<file path="config.mk">
export PLATFORM = sky130hd
export DESIGN_NAME = sync_fifo_param
export DESIGN_NICKNAME = d
export VERILOG_FILES = /design/src/rtl/sync_fifo_param.sv
export SDC_FILE = /design/constraint.sdc
export NUM_CORES = 1
export LEC_CHECK = 0
export CAP_MARGIN = 30
export CORE_UTILIZATION = 50
export CTS_CLUSTER_DIAMETER = 120
export DETAILED_ROUTE_END_ITERATION = 12
export HOLD_SLACK_MARGIN = 0.1
export MAX_ROUTING_LAYER = met4
export PLACE_DENSITY = 0.73
export SYNTH_ARGS = -nofsm -noshare
export SYNTH_HDL_FRONTEND = slang
export SYNTH_SLANG_ARGS = --single-unit
</file>
<file path="constraint.sdc">
create_clock -name clk -period 3.3 [get_ports clk]
set_clock_uncertainty 0.05 [all_clocks]
set_input_delay 0.66 -clock clk [delete_from_list [all_inputs] [get_ports clk]]
set_output_delay 0.66 -clock clk [all_outputs]
set_load 0.01 [all_outputs]
</file>
<file path="src/rtl/sync_fifo_param.sv">
// sync_fifo_param: single-clock FIFO with configurable width/depth, fill-level
// count, almost-full/almost-empty thresholds, sticky overflow/underflow
// flags, and either a registered read port or first-word-fall-through.
module sync_fifo_param #(
  parameter int WIDTH     = 16,
  parameter int DEPTH     = 4,
  parameter int AF_THRESH = DEPTH - 1,
  parameter int AE_THRESH = 1,
  parameter int FWFT      = 0
) (
  input  logic                       clk,
  input  logic                       rst_n,
  input  logic                       wr_en,
  input  logic                       rd_en,
  input  logic [WIDTH-1:0]           data_in,
  output logic [WIDTH-1:0]           data_out,
  output logic                       full,
  output logic                       empty,
  output logic                       almost_full,
  output logic                       almost_empty,
  output logic [$clog2(DEPTH):0]     count,
  output logic                       overflow,
  output logic                       underflow
);

  localparam int AW = $clog2(DEPTH);
  localparam int CW = $clog2(DEPTH) + 1;

  localparam logic [CW-1:0] DEPTH_V = CW'(DEPTH);

  // Thresholds are clamped into the representable count range; a threshold
  // beyond the reachable range pins the flag to a constant instead.
  localparam int AF_CL = (AF_THRESH < 0) ? 0 : ((AF_THRESH > DEPTH) ? DEPTH : AF_THRESH);
  localparam int AE_CL = (AE_THRESH < 0) ? 0 : ((AE_THRESH > DEPTH) ? DEPTH : AE_THRESH);
  localparam logic [CW-1:0] AF_V = CW'(AF_CL);
  localparam logic [CW-1:0] AE_V = CW'(AE_CL);
  localparam bit AF_NEVER = (AF_THRESH > DEPTH);
  localparam bit AE_NEVER = (AE_THRESH < 0);

  logic [WIDTH-1:0] mem_r [DEPTH];
  logic [AW-1:0]    wr_ptr_r;
  logic [AW-1:0]    rd_ptr_r;
  logic [CW-1:0]    count_r;
  logic             overflow_r;
  logic             underflow_r;

  logic             empty_s;
  logic             full_s;
  logic             do_wr_s;
  logic             do_rd_s;
  logic [CW-1:0]    count_nxt_s;
  logic             almost_full_s;
  logic             almost_empty_s;

  // Accept decisions from the pre-edge occupancy; a full FIFO still takes a
  // write when a read frees a slot on the same edge.
  always_comb begin
    empty_s = (count_r == '0);
    full_s  = (count_r == DEPTH_V);
    do_rd_s = rd_en & ~empty_s;
    do_wr_s = wr_en & (~full_s | rd_en);
  end

  // Next occupancy: simultaneous read and write cancel out.
  always_comb begin
    count_nxt_s = count_r;
    case ({do_wr_s, do_rd_s})
      2'b10:   count_nxt_s = count_r + CW'(1'b1);
      2'b01:   count_nxt_s = count_r - CW'(1'b1);
      default: count_nxt_s = count_r;
    endcase
  end

  // Pointer, occupancy and sticky error state with synchronous reset.
  always_ff @(posedge clk) begin
    if (!rst_n) begin
      wr_ptr_r    <= '0;
      rd_ptr_r    <= '0;
      count_r     <= '0;
      overflow_r  <= 1'b0;
      underflow_r <= 1'b0;
    end else begin
      if (do_wr_s) begin
        wr_ptr_r <= wr_ptr_r + AW'(1'b1);
      end
      if (do_rd_s) begin
        rd_ptr_r <= rd_ptr_r + AW'(1'b1);
      end
      count_r     <= count_nxt_s;
      overflow_r  <= overflow_r | (wr_en & ~do_wr_s);
      underflow_r <= underflow_r | (rd_en & ~do_rd_s);
    end
  end

  // Storage array; contents survive reset, only the pointers are cleared.
  always_ff @(posedge clk) begin
    if (rst_n && do_wr_s) begin
      mem_r[wr_ptr_r] <= data_in;
    end
  end

  generate
    if (FWFT != 0) begin : g_fwft
      // Head word shown with zero latency; forced to zero while empty so the
      // uninitialised array never leaks out after reset.
      always_comb begin
        if (empty_s) begin
          data_out = '0;
        end else begin
          data_out = mem_r[rd_ptr_r];
        end
      end
    end else begin : g_reg
      logic [WIDTH-1:0] dout_r;

      // Registered read port: captures the head word on each accepted read.
      always_ff @(posedge clk) begin
        if (!rst_n) begin
          dout_r <= '0;
        end else if (do_rd_s) begin
          dout_r <= mem_r[rd_ptr_r];
        end
      end

      assign data_out = dout_r;
    end
  endgenerate

  // Threshold flags decoded from the registered count only.
  always_comb begin
    if (AF_NEVER) begin
      almost_full_s = 1'b0;
    end else begin
      almost_full_s = (count_r >= AF_V);
    end
    if (AE_NEVER) begin
      almost_empty_s = 1'b0;
    end else begin
      almost_empty_s = (count_r <= AE_V);
    end
  end

  assign full         = full_s;
  assign empty        = empty_s;
  assign almost_full  = almost_full_s;
  assign almost_empty = almost_empty_s;
  assign count        = count_r;
  assign overflow     = overflow_r;
  assign underflow    = underflow_r;

endmodule
</file>
==> impl_metrics.tcl <==
set metrics [dict create \
    grt_pass1_vias 1868 \
    critPathMaxFanout 7 \
    maxCapViolations 0 \
    dieArea_um2 7210 \
    antenna_found_initial 0 \
    status "completed" \
    fin_util_pct 63.8 \
    drt_iter0_markers 115 \
    rows 29 \
    cp_data_arrival_time_ns 1.93 \
    drv_slew 0 \
    drive_above_1_share_pct 13.5 \
    vias_per_cell 5.58 \
    cp_slowest_cell "clkdlybuf4s50_1" \
    synthDistinctLibCells 31 \
    cts_resized 0 \
    worstSetupPathType "reg -> out" \
    r2r_slack_ns 1.15 \
    setup_tns_ns 0 \
    drc 0 \
    rsz0062_at_grt "false" \
    diodes 0 \
    cp.required_ns 2.59 \
    ant_nets 0 \
    design_area_um2 4150 \
    start_util_pct 53.0 \
    place_congestion 0.805 \
    cts_tree "done" \
    cts_buffer_depth 2 \
    gr-total-overflow 0 \
    insertion_delay_ns 0.34 \
    nFillCells 481 \
    ctsHoldBuffers 0 \
    routed_wl_um 5760 \
    max_clock_freq_mhz 379 \
    fin_crit_ns 2.64 \
    p_leak_nw 1.46 \
    max_stage_delay_ns 0.56 \
    hold_viol 0 \
    die_h_um 84.9 \
    numPortBuffers 44 \
    p_total_mw 2.87 \
    path_cells "inv_1, ha_1, nand2b_2, inv_2, clkdlybuf4s50_1" \
    postCtsSetupBuffers 0 \
    track_usage_pct 18.5 \
    layout_common_cells "edfxtp_1 (64), clkdlybuf4s50_1 (44), dfxtp_1 (25)" \
    dp.final_hpwl_um 3740 \
    dr_total_vias 1829 \
    postPlaceCellArea_um2 3960 \
    setup_violations 0 \
    cp-start-kind "flip-flop" \
    final_common_cell "edfxtp_1" \
    cp_num_buf_inv 3 \
    yosys_warnings 0 \
    cts_made_buffers 9 \
    hold_path.class "reg -> reg" \
    syn-cell-area_um2 3440 \
    routedWlPerCell_um 17.6 \
    ir_drop_v 0.000359 \
    relSlewSlack_pct 45.8 \
    finalNetCount 277 \
    htree_num_levels 3 \
    fin_crit_sh_pct 79.9 \
    core_area_um2 6490 \
    p_per_area_nw_per_um2 692 \
    synth_seq_cells 89 \
    syn_to_final_growth_pct 20.5 \
    critPathCaptureType "output pin" \
    syn_nets 224 \
    clock-root-buffer "clkbuf_8" \
    grt_pass1_wl_um 9260 \
    syn_avg_cell_area_um2 17.7 \
    tightest_slew_ns 0.813 \
    cts_sinks 89 \
    synth-seq-area-share_pct 70.4 \
    cp_top_family "buffers and inverters" \
    grt_max_degree 19 \
    drt_pass1_iterations 6 \
    postSynthCellCount 194 \
    clk_pin_slew_ns 0.08 \
    ioPinCount 45 \
    die_w_um 84.9 \
]
==> synth_stat cells <==
master | number | share of area (%)
a211oi_1 | 1 | 0.22
a21oi_1 | 8 | 1.2
a21oi_2 | 1 | 0.25
a22o_1 | 16 | 4.1
and3_1 | 4 | 0.73
and3b_1 | 2 | 0.51
buf_12 | 1 | 0.58
buf_2 | 4 | 0.58
buf_4 | 1 | 0.22
buf_6 | 1 | 0.33
clkbuf_1 | 1 | 0.11
dfxtp_1 | 25 | 15
edfxtp_1 | 64 | 56
ha_1 | 10 | 3.6
inv_1 | 10 | 1.1
inv_2 | 1 | 0.11
inv_4 | 1 | 0.18
mux4_1 | 7 | 5.3
mux4_2 | 9 | 5.9
nand2_1 | 1 | 0.11
nand2b_2 | 1 | 0.25
nand3_1 | 3 | 0.44
nand3b_1 | 1 | 0.22
nor2_1 | 9 | 0.98
nor2b_1 | 1 | 0.18
nor3_4 | 1 | 0.47
o21ai_0 | 5 | 0.73
o21bai_1 | 1 | 0.22
o31ai_1 | 1 | 0.22
or4_1 | 1 | 0.22
xor2_1 | 2 | 0.51
==> worst reg2reg max path: stages (launching register included) <==
cell and delay [ns]:
dfxtp_1 0.42, inv_1 0.12, ha_1 0.28, and3b_1 0.23, nor2_1 0.24, inv_1 0.08, ha_1 0.36, o21ai_0 0.18
a21oi_1 0.08
==> per-layer routing <==
layer | up-vias | global-route usage (%) | wire, µm
met5 | - | - | 0
met4 | 0 | 6.63 | 82
met3 | 6 | 6.71 | 305
met2 | 52 | 29.6 | 2870
met1 | 906 | 21.7 | 2500
li1 | 865 | - | -
==> logic make-up after synthesis <==
| family | Yosys count | share of synthesized area [%] |
|---|---|---|
| AOI/OAI and AO/OA | 33 | 6.88 |
| DFF | 89 | 70.4 |
| adders and majority gates | 10 | 3.64 |
| xor gates and xnor gates | 2 | 0.509 |
| buffers and inverters | 20 | 3.20 |
| muxes | 16 | 11.2 |
| and+or+nand+nor | 24 | 4.11 |
==> worst paths after layout <==
check           start  endpoint  depth (start not counted)
min          overflow  overflow                          2
max reg2reg  count[0]  count[2]                          8
max          count[1]     empty                          5
min reg2reg  overflow  overflow                          2
==> report_power, final <==
part	leakage, nW	switching, mW	internal (mW)
combinational	0.586	0.347	0.424
clock	0.0883	0.350	0.346
sequential	0.786	0.0985	1.30
total	1.46	0.795	2.07
==> state kept, by name (all words and copies together) (netlist names) <==
name and flops:
mem_r 64, data_out 16, count 3, rd_ptr_r 2, wr_ptr_r 2, overflow 1, underflow 1
==> area by class of cell <==
| type | count | area (µm²) | area share (%) |
|---|---|---|---|
| sequential | 89 | 2420 | 58.4 |
| multi-input combinational | 85 | 907 | 21.9 |
| timing repair buffer | 50 | 485 | 11.7 |
| clock buffer | 10 | 128 | 3.08 |
| tap | 77 | 96.3 | 2.32 |
| clock inverter | 5 | 58.8 | 1.42 |
| inverter | 12 | 47.5 | 1.15 |
==> per-stage QoR <==
step | hold WS [ns] | instances | setup slack [ns]
floorplan | 0.434 | 194 | 1.22
global placement | 0.410 | 313 | 0.804
detailed placement | 0.415 | 313 | 0.738
CTS | 0.434 | 328 | 0.654
global route | 0.453 | 328 | 0.513
finish | 0.427 | 328 | 0.663
Note: power is estimated with default switching activity, not from simulation.
